File: src/rtl/contador_pkg.sv
// Shared definitions for the parametrised counter: modo encodings used by the RTL
// and by the driver/checker/scoreboard that sit around it.
package contador_pkg;

   localparam logic [1:0] MODO_UP      = 2'b00;
   localparam logic [1:0] MODO_DN      = 2'b01;
   localparam logic [1:0] MODO_DN_STEP = 2'b10;
   localparam logic [1:0] MODO_LOAD    = 2'b11;

endpackage

File: src/rtl/contador_nxt.sv
// Combinational next-count and wrap generator for contador_param.
// Build option: define SATURATE_EN to clamp at the range limits instead of wrapping.
module contador_nxt
   import contador_pkg::*;
#(
   parameter int WIDTH = 32,
   parameter int STEP  = 3
) (
   input  logic [WIDTH-1:0] i_q,
   input  logic [1:0]       i_modo,
   input  logic [WIDTH-1:0] i_d,
   output logic [WIDTH-1:0] o_nxt,
   output logic             o_wrap
);

   localparam logic [WIDTH:0] STEP_EXT = (WIDTH+1)'(STEP);
   localparam logic [WIDTH:0] ONE_EXT  = (WIDTH+1)'(1);

   logic [WIDTH:0] w_ext;
   logic [WIDTH:0] w_sum;

   // Extended arithmetic: the top bit is the carry/borrow out that marks a wrap.
   always_comb begin
      w_ext = {1'b0, i_q};
      w_sum = w_ext;
      case (i_modo)
         MODO_UP:      w_sum = w_ext + ONE_EXT;
         MODO_DN:      w_sum = w_ext - ONE_EXT;
         MODO_DN_STEP: w_sum = w_ext - STEP_EXT;
         MODO_LOAD:    w_sum = {1'b0, i_d};
         default:      w_sum = w_ext;
      endcase
   end

   // Select the wrapped (or clamped) next value.
   always_comb begin
      o_wrap = w_sum[WIDTH];
`ifdef SATURATE_EN
      if (w_sum[WIDTH]) begin
         if (i_modo == MODO_UP) begin
            o_nxt = {WIDTH{1'b1}};
         end else begin
            o_nxt = {WIDTH{1'b0}};
         end
      end else begin
         o_nxt = w_sum[WIDTH-1:0];
      end
`else
      o_nxt = w_sum[WIDTH-1:0];
`endif
   end

endmodule

File: src/rtl/contador_param.sv
// Parametrised up/down/step/load counter with cascade carry-in, look-ahead tc,
// registered rco pulse and sticky ovf. Build option: SATURATE_EN (see contador_nxt).
module contador_param
   import contador_pkg::*;
#(
   parameter int WIDTH = 32,
   parameter int STEP  = 3
) (
   input  logic             clk,
   input  logic             reset,
   input  logic             enable,
   input  logic             cin,
   input  logic [1:0]       modo,
   input  logic [WIDTH-1:0] D,
   output logic [WIDTH-1:0] Q,
   output logic             rco,
   output logic             tc,
   output logic             ovf
);

   logic [WIDTH-1:0] r_q;
   logic             r_rco;
   logic             r_ovf;
   logic [WIDTH-1:0] w_nxt;
   logic             w_wrap;
   logic             w_advance;
   logic             w_load;

   contador_nxt #(
      .WIDTH (WIDTH),
      .STEP  (STEP)
   ) u_nxt (
      .i_q    (r_q),
      .i_modo (modo),
      .i_d    (D),
      .o_nxt  (w_nxt),
      .o_wrap (w_wrap)
   );

   // Loads ignore cin so a chained stage can always be preset.
   assign w_advance = enable & cin & (modo != MODO_LOAD);
   assign w_load    = enable & (modo == MODO_LOAD);
   assign tc        = w_advance & w_wrap;

   // Count state, ripple-carry pulse and sticky overflow; reset beats everything.
   always_ff @(posedge clk) begin
      if (reset) begin
         r_q   <= {WIDTH{1'b0}};
         r_rco <= 1'b0;
         r_ovf <= 1'b0;
      end else if (w_load) begin
         r_q   <= D;
         r_rco <= 1'b0;
         r_ovf <= 1'b0;
      end else if (w_advance) begin
         r_q   <= w_nxt;
         r_rco <= w_wrap;
         r_ovf <= r_ovf | w_wrap;
      end else begin
         r_q   <= r_q;
         r_rco <= 1'b0;
         r_ovf <= r_ovf;
      end
   end

   assign Q   = r_q;
   assign rco = r_rco;
   assign ovf = r_ovf;

endmodule

File: config.mk
export PLATFORM = sky130hd
export DESIGN_NAME = contador_param
export DESIGN_NICKNAME = d
export VERILOG_FILES = /design/src/rtl/contador_pkg.sv /design/src/rtl/contador_nxt.sv /design/src/rtl/contador_param.sv
export SDC_FILE = /design/constraint.sdc
export NUM_CORES = 1
export LEC_CHECK = 0
export BUFFER_PORTS_ARGS = -buffer_cell sky130_fd_sc_hd__buf_4
export CORE_MARGIN = 2
export CORE_UTILIZATION = 50
export DETAILED_ROUTE_END_ITERATION = 7
export PLACE_DENSITY_LB_ADDON = 0.25
export SYNTH_ARGS = -nofsm -noshare
export SYNTH_HDL_FRONTEND = slang
export SYNTH_SLANG_ARGS = --single-unit
export TNS_END_PERCENT = 5
File: constraint.sdc
create_clock -name clk -period 10.1 [get_ports clk]
set_input_delay 1.01 -clock clk [delete_from_list [all_inputs] [get_ports clk]]
set_output_delay 1.01 -clock clk [all_outputs]
set_load 0.02 [all_outputs]
==> results of run 1 <==
[logic make-up (layout without fill, tap and decap cells)]
| group | count (synthesis) | in the layout | share of synthesized area (%) |
|---|---|---|---|
| xor gates and xnor gates | 29 | 29 | 7.76 |
| adders and majority gates | 34 | 34 | 13.2 |
| AOI/OAI and AO/OA | 159 | 159 | 33.9 |
| buffers and inverters | 32 | 88 | 4.05 |
| DFF | 34 | 34 | 20.8 |
| and+or+nand+nor | 126 | 126 | 19.1 |
| muxes | 4 | 4 | 1.22 |
[critical path, stage by stage]
cell and delay (ps):
sky130_fd_sc_hd__buf_4 110, sky130_fd_sc_hd__ha_1 300, sky130_fd_sc_hd__inv_1 810, sky130_fd_sc_hd__ha_1 470, sky130_fd_sc_hd__and3_1 250, sky130_fd_sc_hd__a221oi_4 350
sky130_fd_sc_hd__a21oi_4 120, sky130_fd_sc_hd__o21ai_4 240, sky130_fd_sc_hd__o31ai_2 140, sky130_fd_sc_hd__mux2i_1 200, sky130_fd_sc_hd__nor3_2 70, sky130_fd_sc_hd__nor3_1 140
sky130_fd_sc_hd__buf_4 170
[synthesized netlist by cell type, types with 3 or more instances]
library cell               number  area share (%)
sky130_fd_sc_hd__a211oi_1      11             2.5
sky130_fd_sc_hd__o21a_1         5             1.1
sky130_fd_sc_hd__nand2_1       36             4.1
sky130_fd_sc_hd__o22ai_1       10             1.9
sky130_fd_sc_hd__xnor2_1       16             4.3
sky130_fd_sc_hd__inv_1          7            0.80
sky130_fd_sc_hd__dfxtp_1       34              21
sky130_fd_sc_hd__o211ai_1      10             2.3
sky130_fd_sc_hd__o21bai_1       8             1.8
sky130_fd_sc_hd__xor2_1        13             3.5
sky130_fd_sc_hd__mux2i_1        4             1.2
sky130_fd_sc_hd__o21ai_1        5            0.76
sky130_fd_sc_hd__nor2_1        27             3.1
sky130_fd_sc_hd__a21o_1        13             3.0
sky130_fd_sc_hd__nor3_1         7             1.1
sky130_fd_sc_hd__nand3_1       12             1.8
sky130_fd_sc_hd__o21ai_0       25             3.8
sky130_fd_sc_hd__nand3b_1       7             1.6
sky130_fd_sc_hd__and3_1        15             2.9
sky130_fd_sc_hd__or3_1          3            0.57
sky130_fd_sc_hd__nand4_1        4            0.76
sky130_fd_sc_hd__and2_1         4            0.76
sky130_fd_sc_hd__nand2b_1       4            0.76
sky130_fd_sc_hd__buf_2          4            0.61
sky130_fd_sc_hd__a31oi_1        3            0.57
sky130_fd_sc_hd__a21oi_1       45             6.9
sky130_fd_sc_hd__ha_1          33              13
sky130_fd_sc_hd__o31ai_2        4             1.5
sky130_fd_sc_hd__clkbuf_1      20             2.3
[final timing paths]
check	cells after the start	slack, ps	to	start
max reg2reg	9	7390	Q[26]	Q[0]
min	2	500	Q[2]	Q[2]
min reg2reg	2	500	Q[2]	Q[2]
max	13	4690	tc	modo[0]
[cell type report]
cell class,instances,area [um^2]
timing repair buffer,74,556
tap,77,96.3
multi-input combinational,352,2460
sequential,34,681
fill,604,2450
inverter,7,26.3
clock buffer,7,76.3
[per-stage QoR]
stage / utilization, % / worst slack [ps] / power, mW / area (um^2) / std cells
3_3_place_gp: 60.2 / 4770 / 0.462 / 3820 / 544
6_report: 61.4 / 4690 / 0.566 / 3900 / 551
2_1_floorplan: - / 5110 / 0.386 / 3270 / 418
3_5_place_dp: 60.2 / 4650 / 0.465 / 3820 / 544
4_1_cts: 61.4 / 4650 / 0.567 / 3900 / 551
5_1_grt: 61.4 / 4380 / 0.606 / 3900 / 551
[flip-flops by register name, indices dropped and copies added, names as in the netlist]
signal  count
ovf         1
Q          32
rco         1
[power by group through the flow]
stage	Sequential [mW]	Combinational, mW	Clock (mW)
floorplan	0.180	0.207	0
CTS	0.162	0.303	0.102
global route	0.164	0.334	0.108
detailed placement	0.165	0.300	0
global placement	0.165	0.297	0
finish	0.162	0.305	0.0992
[layer usage]
layer	track usage [%]	up-vias	part of all wire [%]
li1	-	1671	-
met1	35.5	1562	47
met2	44.2	88	47
met3	3.31	9	4.9
met4	6.35	0	1.1
met5	0	-	0
[layout by cell type, fill, tap and decap left out, types with 8 or more instances in the layout]
| cell type | count |
|---|---|
| sky130_fd_sc_hd__buf_4 | 74 |
| sky130_fd_sc_hd__a21oi_1 | 45 |
| sky130_fd_sc_hd__nand2_1 | 36 |
| sky130_fd_sc_hd__dfxtp_1 | 34 |
| sky130_fd_sc_hd__ha_1 | 33 |
| sky130_fd_sc_hd__nor2_1 | 27 |
| sky130_fd_sc_hd__o21ai_0 | 24 |
| sky130_fd_sc_hd__xnor2_1 | 16 |
| sky130_fd_sc_hd__and3_1 | 15 |
| sky130_fd_sc_hd__a21o_1 | 13 |
| sky130_fd_sc_hd__xor2_1 | 13 |
| sky130_fd_sc_hd__nand3_1 | 12 |
| sky130_fd_sc_hd__a211oi_1 | 11 |
| sky130_fd_sc_hd__o211ai_1 | 10 |
| sky130_fd_sc_hd__o22ai_1 | 10 |
| sky130_fd_sc_hd__o21bai_1 | 8 |
==> impl.org, run 1 <==
** Critical path
- Category of the worst setup path launch point :: input pin
- The critical path is of the input pin to output pin type.
- Maximum fanout along the worst path :: 33
- Critical Path AT :: 4400 ps
- Nature of the critical path endpoint :: output pin
- Required time of the critical path :: 9090 ps

** Final layout
- Area Growth Syn to Fin :: 19.0%
- Share of post-route cells with drive strength above 1 :: 20.5%
- 0 antenna diodes ended up in the layout.
- Total Nets Final :: 546

** Synth
- Synthesis produced a netlist whose cell count is 418.
- Top flip-flop cell by instance count after synthesis :: sky130_fd_sc_hd__dfxtp_1
- Counting every net in the synthesized netlist gives 490.
- In this run, synthesis inferred 0 flip-flops with an integrated enable.
- Mean area per synthesized cell :: 7.83 um^2
- Part of the Yosys area used for sequential elements :: 20.8%
- In this run, distinct cell masters in the synthesized netlist total 54.
- For this run, the number of Yosys warnings is 0.
- In the synthesized netlist the async set-or-reset flop fraction comes to 0%.
- Synth Cell Area :: 0.00327 mm^2
- Seq cells post-synth :: 34

** Timing
- The worst path uses 53.6% of the clock period.
- Setup skew after layout :: 6.87 ps
- At the pin with the least slew margin, the transition time is 1120 ps.
- Final hold analysis gives a worst-case slack of 498 ps.
- Pins Over Slew Limit :: 0
- Setup violations remaining at the end of the flow were counted as 0.
- Setup repair after global routing left no endpoint under its margin.
- Maximum operating frequency :: 185 MHz
- In the final timing run, aggregate negative setup slack is 0 ps.
- The worst pin sits at a relative slew slack of 25.6%.
- Shortest clock period the worst path allows after layout :: 5410 ps
- Number of hold violations in the final report :: 0

** Power
- Net switching share of the total power :: 42.8%
- Part of the total power dissipated in combinational logic :: 53.8%
- Part of the power in the clock network :: 17.5%
- Total power divided by cell area :: 145 mW/mm^2
- For this design the static power due to leakage is 1.73 nW.
- The internal power of the cells totals 0.324 mW.
- For this design the total switching power over the nets is 0.242 mW.
- Seq pwr share :: 28.7%
- IR Drop Worst-Case VDD :: 0.0823 mV

** CTS
- Buffer type at the clock tree root :: sky130_fd_sc_hd__clkbuf_8
- TritonCTS clock tree :: yes
- Clock transition at the registers of the reported paths :: 70 ps
- CTS Hold Buffers Added :: 0
- Clock Tree Buf Depth :: 2
- Post-CTS setup repair buffer count :: 0
- Clock Latency Late Sink :: 290 ps
- Num CTS Buffers :: 5
- The tree built by TritonCTS fans out to 34 sinks.
- CTS resizes :: 0
- The H-tree was split into 2 levels.

** Placed design
- Routability-driven placement finished with a final weighted congestion of 0.888.
- After legalization and detailed placement, the total HPWL measured 6810 um.
- During placement, the flow inserted port buffers numbering 72.

** Routing
- Post-Route WL :: 9260 um
- Vias per cell :: 6.04
- Number of DRC violations after detailed-routing iteration 0 :: 151
- Summing over every cut layer, the via total after detailed routing is 3330.
- Detail-routed net length per standard cell :: 16.8 um
- First-pass iteration count of the detailed router :: 4
- Residual DRC count :: 0
- The count of nets left with antenna violations once routing finished came out at 0.

** Status
- Result of the run :: completed

** GRT
- Entering global routing, the biggest net connects 44 pins.
- The total overflow left after global routing is 0.
- Via count of the first global-routing pass :: 3243
- Global routing usage summed across all routing layers :: 26.1%
- The initial antenna violation count came to 0.
- Wire length of the first global-routing pass :: 15500 um

** Flow run
- Count of maximum capacitance violations :: 0

** Floorplan
- The floorplan step defined a core boundary enclosing 0.00635 mm^2.
- Die Y-Extent :: 84.9 um
- Area of the die :: 0.00721 mm^2
- Pin placement for this block handled 73 I/O pins.
- The die is 84.9 um wide.
- Initial standard-cell utilization of the core :: 51.6%
- In this run the core area contains 29 standard-cell rows.

** Hold path
- The tightest min-delay check is of the flip-flop to flip-flop type.
No activity file was read; power rests on OpenSTA's default activity.
==> inputs of run 2 (changes only) <==
==> constraint.sdc (replaced) <==
create_clock -name clk -period 4.9 [get_ports clk]
set_input_delay 0.49 -clock clk [delete_from_list [all_inputs] [get_ports clk]]
set_output_delay 0.49 -clock clk [all_outputs]
set_load 0.02 [all_outputs]
==> run 2 against run 1 <==
  * Sequential cell count stayed put
  * Combinational power is 110% higher
  * Largest cell class unchanged
  * Design area is 0.77% higher
==> impl.org, run 2 (same netlist as run 1, synthesis figures left out) <==
** Final layout
- Flip-flop count of the largest register after layout :: 32 (unchanged)
- Leading cell types in the layout, fill and taps excluded: 76 x sky130_fd_sc_hd__buf_4, 45 x sky130_fd_sc_hd__a21oi_1, 36 x sky130_fd_sc_hd__nand2_1 (was 74 x sky130_fd_sc_hd__buf_4, 45 x sky130_fd_sc_hd__a21oi_1, 36 x sky130_fd_sc_hd__nand2_1).
- Inserted Diodes :: 0 (unchanged)
- Share of post-route cells with drive strength above 1 :: 21.2% (was 20.5%)
- Area Growth Syn to Fin :: 19.9% (was 19.0%)
- Total Nets Final :: 548 (was 546)
- The post-route standard cell area excluding fillers came to 0.00393 mm^2 (was 0.00390 mm^2).
- The most common library cell in the layout ignoring fill and taps is sky130_fd_sc_hd__buf_4 (unchanged).
- The final design utilization came to 61.8% (was 61.4%).

** Critical path
- Worst path cell trace: buf_4, ha_1, inv_1, ha_1, a21o_1, a221oi_4, a21oi_4, o21ai_4, o31ai_2, mux2i_1, nor3_2, nor3_1, buf_4 (was buf_4, ha_1, inv_1, ha_1, and3_1, a221oi_4, a21oi_4, o21ai_4, o31ai_2, mux2i_1, nor3_2, nor3_1, buf_4).
- Maximum fanout along the worst path :: 25 (was 33)
- Library cell contributing the largest single delay on the critical path :: sky130_fd_sc_hd__inv_1 (unchanged)
- Category of the worst setup path launch point :: input pin (unchanged)
- The cell depth of the worst setup path was 13 (unchanged).
- The worst reg2reg path depth was 9 (unchanged).
- Register-to-Register Setup Slack :: 2200 ps (was 7390 ps)
- The element type at the critical path end is an output pin (unchanged).
- The largest stage delay on the critical path is 620 ps (was 810 ps).
- The category of cells accounting for the largest share of critical-path delay is compound AO/OA/AOI/OAI gates (was buffers and inverters).
- Number of buffers and inverters on the critical path :: 3 (unchanged)
- The category of the most critical setup path was input pin to output pin (unchanged).
- Critical Path AT :: 3660 ps (was 4400 ps)
- Endpoint of the most critical register-to-register path :: Q[28] (was Q[26])
- The startpoint of the most critical register-to-register path is Q[0] (unchanged).
- The required time of the critical path is 4410 ps (was 9090 ps).

** Timing
- The number of failing setup endpoints in the final timing report was 0 (unchanged).
- After layout, the worst path uses 84.7% of the clock period.
- Setup skew after layout :: 7.43 ps (was 6.87 ps)
- Shortest clock period the worst path allows after layout :: 4150 ps
- The total negative slack was 0 ps (unchanged).
- RSZ-0062 raised after global routing: false (unchanged).
- The measured slew at the worst slew-check pin came to 878 ps (was 1120 ps).
- The final max-slew violation count came to 0 (unchanged).
- The final hold violation count was 0 (unchanged).
- Max-slew headroom :: 41.5% (was 25.6%)
- Static timing analysis puts the maximum clock frequency at 241 MHz.

** Hold path
- The class of the tightest hold or removal check is input pin to flip-flop (was flip-flop to flip-flop).
- The end of the worst hold path is Q[0] (was Q[2]).
- The startpoint of the lowest-slack hold path is D[0] (was Q[2]).
- Number of instances on the worst hold path :: 3 (was 2)

** Routing
- Number of DRC violations after detailed-routing iteration 0 :: 113 (was 151)
- The number of nets with antenna violations after routing was 0 (unchanged).
- Detail-routed net length per standard cell :: 16.5 um (was 16.8 um)
- Post-Route WL :: 9150 um (was 9260 um)
- The number of detailed-routing iterations run before antenna repair is 6 (was 4).
- Via count of the routed design :: 3340 (was 3330)
- Residual DRC count :: 0 (unchanged)
- Vias per cell :: 6.03 (was 6.04)

** Power
- Seq pwr share :: 28.1% (was 28.7%)
- Leak pwr :: 1.75 nW (was 1.73 nW)
- Total power divided by cell area :: 302 mW/mm^2 (was 145 mW/mm^2)
- Part of the total power dissipated in combinational logic :: 52.9% (was 53.8%)
- The worst voltage drop across the vdd grid came to 0.155 mV (was 0.0823 mV).
- P_sw :: 0.501 mW (was 0.242 mW)
- The total internal power was 0.685 mW (was 0.324 mW).
- Part of the power in the clock network :: 18.9% (was 17.5%)
- Net switching share of the total power :: 42.2% (was 42.8%)

** CTS
- The number of hold buffers added after CTS was 0 (unchanged).
- The number of gates given a new drive strength after cts is 0 (unchanged).
- The number of buffers between clock root and the deepest sink is 2 (unchanged).
- The post-CTS repair timing setup buffer count is 0 (unchanged).
- The buffer type at the clock tree root is sky130_fd_sc_hd__clkbuf_8 (unchanged).
- Clock Latency Late Sink :: 300 ps (was 290 ps)
- Clock transition at the registers of the reported paths :: 70 ps (about the same)
- The CTS tree is yes (unchanged).
- The number of clock sinks came to 34 (unchanged).
- Num CTS Buffers :: 5 (unchanged)
- The deepest level of the CTS H-tree was 2 (unchanged).

** Floorplan
- # IOs :: 73 (unchanged)
- The floorplan die width was 84.9 um (unchanged).
- FP Rows :: 29 (unchanged)
- Initial standard-cell utilization of the core :: 51.6% (unchanged)
- The full die area came to 0.00721 mm^2 (unchanged).
- The area of the placeable core was 0.00635 mm^2 (unchanged).
- The die boundary height was 84.9 um (unchanged).

** Placed design
- The total cell area at the placement stage came to 0.00383 mm^2 (was 0.00382 mm^2).
- The number of buffer cells added on primary ports was 72 (unchanged).
- The post-detailed-placement half-perimeter wirelength was 6750 um (was 6810 um).
- Routability-driven placement congestion ratio :: 0.863 (was 0.888)

** GRT
- The initial antenna violation count is 0 (unchanged).
- Maximum number of pins on one net before global-route repair :: 35 (was 44)
- Global route total overflow :: 0 (unchanged)
- The global-route usage over all layers is 25.6% (was 26.1%).
- Wire length of the first global-routing pass :: 15200 um (was 15500 um)
- The via count of the first global-routing pass was 3216 (was 3243).

** Flow run
- Count of maximum capacitance violations :: 0 (unchanged)

** Status
- Result of the run: completed (unchanged).
run 2: routing by layer:
| layer | vias up | wire length (um) | GRT usage (%) |
|---|---|---|---|
| met4 | 0 | 102 | 7.65 |
| met5 | - | 0 | 0 |
| met3 | 9 | 403 | 2.63 |
| met2 | 83 | 4270 | 42.6 |
| li1 | 1672 | - | - |
| met1 | 1576 | 4370 | 35.2 |
run 2: tightest hold or removal path: cells and delay by family:
family | cells | cell delay, ps
AND/OR/NAND/NOR | 1 | 70
buffers and inverters | 1 | 110
AO/OA/AOI/OAI | 1 | 60
run 2: per-stage QoR:
step | setup WS [ps] | hold slack [ps] | cells | total power, mW
floorplan | 947 | 546 | 418 | 0.797
global placement | 805 | 470 | 546 | 0.953
detailed placement | 719 | 476 | 546 | 0.959
CTS | 709 | 470 | 554 | 1.19
global route | 483 | 484 | 554 | 1.27
finish | 750 | 471 | 554 | 1.19
run 2: how the worst max path moves through the flow:
stage	from	slack [ps]	endpoint
CTS	modo[0]	710	tc
detailed placement	modo[0]	720	tc
finish	modo[0]	750	tc
global placement	modo[0]	800	tc
floorplan	modo[1]	950	tc
global route	modo[0]	480	tc
run 2: cell type report:
class                   count  area (um^2)
well taps                  77         96.3
clock inverters             1         5.00
fillers                   599         2420
repair buffers             76          571
inverters                   7         26.3
flip-flops and latches     34          681
clock buffers               7         86.3
multi-input cells         352         2460
run 2: power by group through the flow:
stage,sequential [mW],combinational [mW],clock (mW)
2_1_floorplan,0.371,0.426,0
3_3_place_gp,0.339,0.614,0
3_5_place_dp,0.340,0.619,0
4_1_cts,0.334,0.623,0.231
5_1_grt,0.338,0.689,0.239
6_report,0.334,0.628,0.224
==> inputs of run 3 (changes only) <==
--- a/config.mk
+++ b/config.mk
@@ -5,6 +5,7 @@
 export SDC_FILE = /design/constraint.sdc
 export NUM_CORES = 1
 export LEC_CHECK = 0
+export ABC_AREA = 1
 export BUFFER_PORTS_ARGS = -buffer_cell sky130_fd_sc_hd__buf_4
 export CORE_MARGIN = 2
 export CORE_UTILIZATION = 50
==> constraint.sdc (replaced) <==
create_clock -name clk -period 4.2 [get_ports clk]
set_input_delay 0.42 -clock clk [delete_from_list [all_inputs] [get_ports clk]]
set_output_delay 0.42 -clock clk [all_outputs]
set_load 0.02 [all_outputs]
==> run 3 against run 2 <==
  * Global-route usage is 2.9 points higher
  * Sequential share of layout area is 3.1 points lower
  * Synthesized cell count is 77% higher
  * Critical path depth is 2 higher
  * Design area is 22% higher
  * Routed wire length is 31% higher
  * Via count is 35% higher
  * Cell count is 64% higher
  * Sequential power is 16% higher
  * Die area is 23% higher
  * Critical path type unchanged
==> impl.org, run 3 <==
** Critical path
- By instance count, the cell type seen most on the critical path is sky130_fd_sc_hd__nand2_1.
- The data arrival time at the worst-slack endpoint was 3030 ps (was 3660 ps).
- Critical Setup Path Class :: input pin to output pin (unchanged)
- Nature of the critical path endpoint :: output pin (unchanged)
- The buffers plus inverters on the worst setup path came to 4 (was 3).
- The largest stage delay on the critical path is 380 ps (was 620 ps).
- Worst path cell trace :: buf_4, ha_1, inv_1, buf_4, ha_1, nand2_1, nand3_1, a21oi_2, o21ai_2, nand2_1, nand2_1, nand2_1, nand3_2, nor3_2, buf_4 (was buf_4, ha_1, inv_1, ha_1, a21o_1, a221oi_4, a21oi_4, o21ai_4, o31ai_2, mux2i_1, nor3_2, nor3_1, buf_4)
- Library cell contributing the largest single delay on the critical path :: sky130_fd_sc_hd__ha_1 (was sky130_fd_sc_hd__inv_1)
- The register-to-register path setup slack was 2040 ps (was 2200 ps).
- The startpoint class of the critical path is an input pin (unchanged).
- Required time of the critical path :: 3780 ps (was 4410 ps)
- Maximum fanout along the worst path :: 31 (was 25)
- The category of cells accounting for the largest share of critical-path delay is simple AND/OR/NAND/NOR gates (was compound AO/OA/AOI/OAI gates).

** Synth
- Most frequent cells after synthesis :: 268 x sky130_fd_sc_hd__nand2_1, 144 x sky130_fd_sc_hd__inv_1, 51 x sky130_fd_sc_hd__a21oi_1 (was 45 x sky130_fd_sc_hd__a21oi_1, 36 x sky130_fd_sc_hd__nand2_1, 34 x sky130_fd_sc_hd__dfxtp_1)
- The prevailing post-synth register cell is sky130_fd_sc_hd__dfxtp_1 (unchanged).
- The synthesized netlist net count came to 811 (was 490).
- The share of the yosys chip area belonging to registers is 16.7% (was 20.8%).
- The number of instances in the synthesized netlist came to 739 (was 418).
- Leading cell type by number of instances after synthesis :: sky130_fd_sc_hd__nand2_1 (was sky130_fd_sc_hd__a21oi_1)
- Number of different library cells in the post-synthesis netlist :: 32 (was 54)
- Mean area per synthesized cell :: 5.52 um^2 (was 7.83 um^2)
- The combined area of all synthesized cells is 0.00408 mm^2 (was 0.00327 mm^2).
- Synth async-reset ratio :: 0% (unchanged)
- The number of warning messages in the yosys log came to 0 (unchanged).
- Yosys top cell area share :: 24.7% (was 20.8%)
- Most area-consuming cells after synthesis: sky130_fd_sc_hd__nand2_1 25%, sky130_fd_sc_hd__dfxtp_1 17%, sky130_fd_sc_hd__inv_1 13% (was sky130_fd_sc_hd__dfxtp_1 21%, sky130_fd_sc_hd__ha_1 13%, sky130_fd_sc_hd__a21oi_1 6.9%).
- The cell taking the most area after synthesis is sky130_fd_sc_hd__nand2_1 (was sky130_fd_sc_hd__dfxtp_1).
- The count of flip-flops with a built-in enable after synthesis is 0 (unchanged).
- Seq cells post-synth :: 34 (unchanged)

** Placed design
- The post-detailed-placement half-perimeter wirelength is 9270 um (was 6750 um).
- Routability-driven placement congestion ratio :: 0.966 (was 0.863)
- Number of port buffers :: 72 (unchanged)

** CTS
- CTS Hold Buffers Added :: 0 (unchanged)
- The buffer type at the clock tree root is sky130_fd_sc_hd__clkbuf_8 (unchanged).
- Clock Latency Late Sink :: 290 ps (was 300 ps)
- The number of gates given a new drive strength after cts was 0 (unchanged).
- The number of buffers between clock root and the deepest sink is 2 (unchanged).
- The deepest level of the CTS H-tree came to 2 (unchanged).
- TritonCTS clock tree :: yes (unchanged)
- The post-CTS repair timing setup buffer count is 0 (unchanged).
- Number of clock sinks :: 34 (unchanged)
- The clock transition at the registers of the reported paths came to 80 ps (was 70 ps).
- Num CTS Buffers :: 5 (unchanged)

** Floorplan
- The initial core utilization is 52.2% (was 51.6%).
- CORE AREA :: 0.00781 mm^2 (was 0.00635 mm^2)
- Area of the die :: 0.00889 mm^2 (was 0.00721 mm^2)
- The placement row count is 32 (was 29).
- Die Y-Extent :: 94.3 um (was 84.9 um)
- The number of I/O pins came to 73 (unchanged).
- Die X :: 94.3 um (was 84.9 um)

** Final layout
- Leading cell types in the layout, fill and taps excluded: 268 x sky130_fd_sc_hd__nand2_1, 144 x sky130_fd_sc_hd__inv_1, 75 x sky130_fd_sc_hd__buf_4 (was 76 x sky130_fd_sc_hd__buf_4, 45 x sky130_fd_sc_hd__a21oi_1, 36 x sky130_fd_sc_hd__nand2_1).
- The relative area change from synthesis to final layout is 17.2% (was 19.9%).
- The most common library cell in the layout ignoring fill and taps is sky130_fd_sc_hd__nand2_1 (was sky130_fd_sc_hd__buf_4).
- Total Nets Final :: 877 (was 548)
- The diode insertion count for antenna repair is 0 (unchanged).
- The number of flip-flops in the largest register was 32 (unchanged).
- The final-layout fill cell count is 810 (was 599).
- The share of post-route cells with drive strength above 1 came to 15.2% (was 21.2%).

** Power
- The worst voltage drop across the vdd grid is 0.159 mV (was 0.155 mV).
- Pwr Total :: 1.45 mW (was 1.19 mW)
- Leak pwr :: 2.86 nW (was 1.75 nW)
- Total power divided by cell area :: 302 mW/mm^2 (about the same)

** Routing
- Vias per cell :: 4.98 (was 6.03)
- Number of DRC violations after detailed-routing iteration 0 :: 246 (was 113)
- The number of nets with antenna violations after routing came to 0 (unchanged).
- Detail-routed net length per standard cell :: 13.2 um (was 16.5 um)
- The overall via count from detail_route was 4512 (was 3340).
- First-pass iteration count of the detailed router :: 5 (was 6)
- Residual DRC count :: 0 (unchanged)
- Post-Route WL :: 11900 um (was 9150 um)

** GRT
- Global route total overflow :: 0 (unchanged)
- Global routing usage summed across all routing layers :: 28.5% (was 25.6%)
- Initial antenna violation count :: 0 (unchanged)
- The via count of the first global-routing pass was 4329 (was 3216).
- The global-route wire length before repair is 20300 um (was 15200 um).
- The largest net degree at the start of global routing is 51 (was 35).

** Hold path
- Worst Hold Class :: input pin to flip-flop (unchanged)

** Timing
- For this run, the top clock speed supported by timing is 290 MHz.
- Subtracting the final worst setup slack from the clock period gives 3450 ps.
- The total negative slack came to 0 ps (unchanged).
- RSZ-0062 raised after global routing :: false (unchanged)
- Max-slew headroom :: 28.5% (was 41.5%)
- Pins Over Slew Limit :: 0 (unchanged)
- Number of hold violations in the final report :: 0 (unchanged)
- Setup skew after layout :: 6.60 ps (was 7.43 ps)
- The final critical path takes up 82.0% of the cycle.
- The measured slew at the worst slew-check pin was 1070 ps (was 878 ps).
- The number of failing setup endpoints in the final timing report came to 0 (unchanged).

** Flow run
- The max-capacitance violation count was 0 (unchanged).

** Status
- Result of the run :: completed (unchanged)
run 3: cell types whose count changed in the layout (fill, tap and decap cells not counted), moves of 7 or more:
cell,delta
sky130_fd_sc_hd__nand2_2,+17
sky130_fd_sc_hd__and3_1,-14
sky130_fd_sc_hd__o21ai_0,+10
sky130_fd_sc_hd__nor2_1,+13
sky130_fd_sc_hd__a21oi_2,+11
sky130_fd_sc_hd__nand3b_1,-7
sky130_fd_sc_hd__o22ai_1,-10
sky130_fd_sc_hd__nand2_1,+232
sky130_fd_sc_hd__nand3_1,+35
sky130_fd_sc_hd__o211ai_1,-8
sky130_fd_sc_hd__inv_1,+137
sky130_fd_sc_hd__xnor2_1,-15
sky130_fd_sc_hd__a21o_1,-12
sky130_fd_sc_hd__a211oi_1,-11
run 3: final timing paths:
| path | from | end | cells past startpoint |
|---|---|---|---|
| worst min-delay path | D[2] | Q[2] | 3 |
| worst min register to register | Q[15] | Q[15] | 2 |
| worst max register to register | Q[0] | Q[28] | 11 |
| worst max-delay path | modo[0] | tc | 15 |
run 3: metal layers:
layer | track usage (%) | up-vias | wire [um]
li1 | - | 2409 | -
met1 | 39.6 | 1953 | 5910
met2 | 46.8 | 132 | 5200
met3 | 2.97 | 18 | 595
met4 | 7.73 | 0 | 238
met5 | 0 | - | 0
run 3: layout make-up:
cell class	count	area (um^2)	share of cell area, %
clock buffer	6	82.6	1.73
inverter	144	541	11.3
multi-input combinational	545	2790	58.3
sequential	34	681	14.2
tap	102	128	2.67
timing repair buffer	75	563	11.8
run 3: kinds of logic (layout without fill, tap and decap cells):
group | Yosys count | after routing | share of synthesized area, %
buffers and inverters | 160 | 225 | 15.0
and+or+nand+nor | 391 | 391 | 40.2
AOI/OAI and AO/OA | 109 | 109 | 15.1
adders and majority gates | 34 | 34 | 10.6
DFF | 34 | 34 | 16.7
xor gates and xnor gates | 11 | 11 | 2.36
run 3: worst min-delay path, cell delays in order:
cell and delay (ps):
sky130_fd_sc_hd__buf_4 80, sky130_fd_sc_hd__a21oi_1 50, sky130_fd_sc_hd__a21oi_1 110
run 3: metrics by stage:
| step | utilization, % | hold WS, ps | std cells | setup WS [ps] | cell area [um^2] |
|---|---|---|---|---|---|
| 2_1_floorplan | - | 489 | 739 | 1010 | 4080 |
| 3_3_place_gp | 60.2 | 470 | 900 | 909 | 4700 |
| 3_5_place_dp | 60.2 | 481 | 900 | 837 | 4700 |
| 4_1_cts | 61.2 | 399 | 906 | 812 | 4780 |
| 5_1_grt | 61.2 | 414 | 906 | 549 | 4780 |
| 6_report | 61.2 | 405 | 906 | 754 | 4780 |
run 3: where the power goes:
part	leakage, nW	internal, mW	switching, mW
registers	0.280	0.356	0.0310
clock network	0.0431	0.127	0.128
logic	2.53	0.288	0.516
total	2.86	0.770	0.675
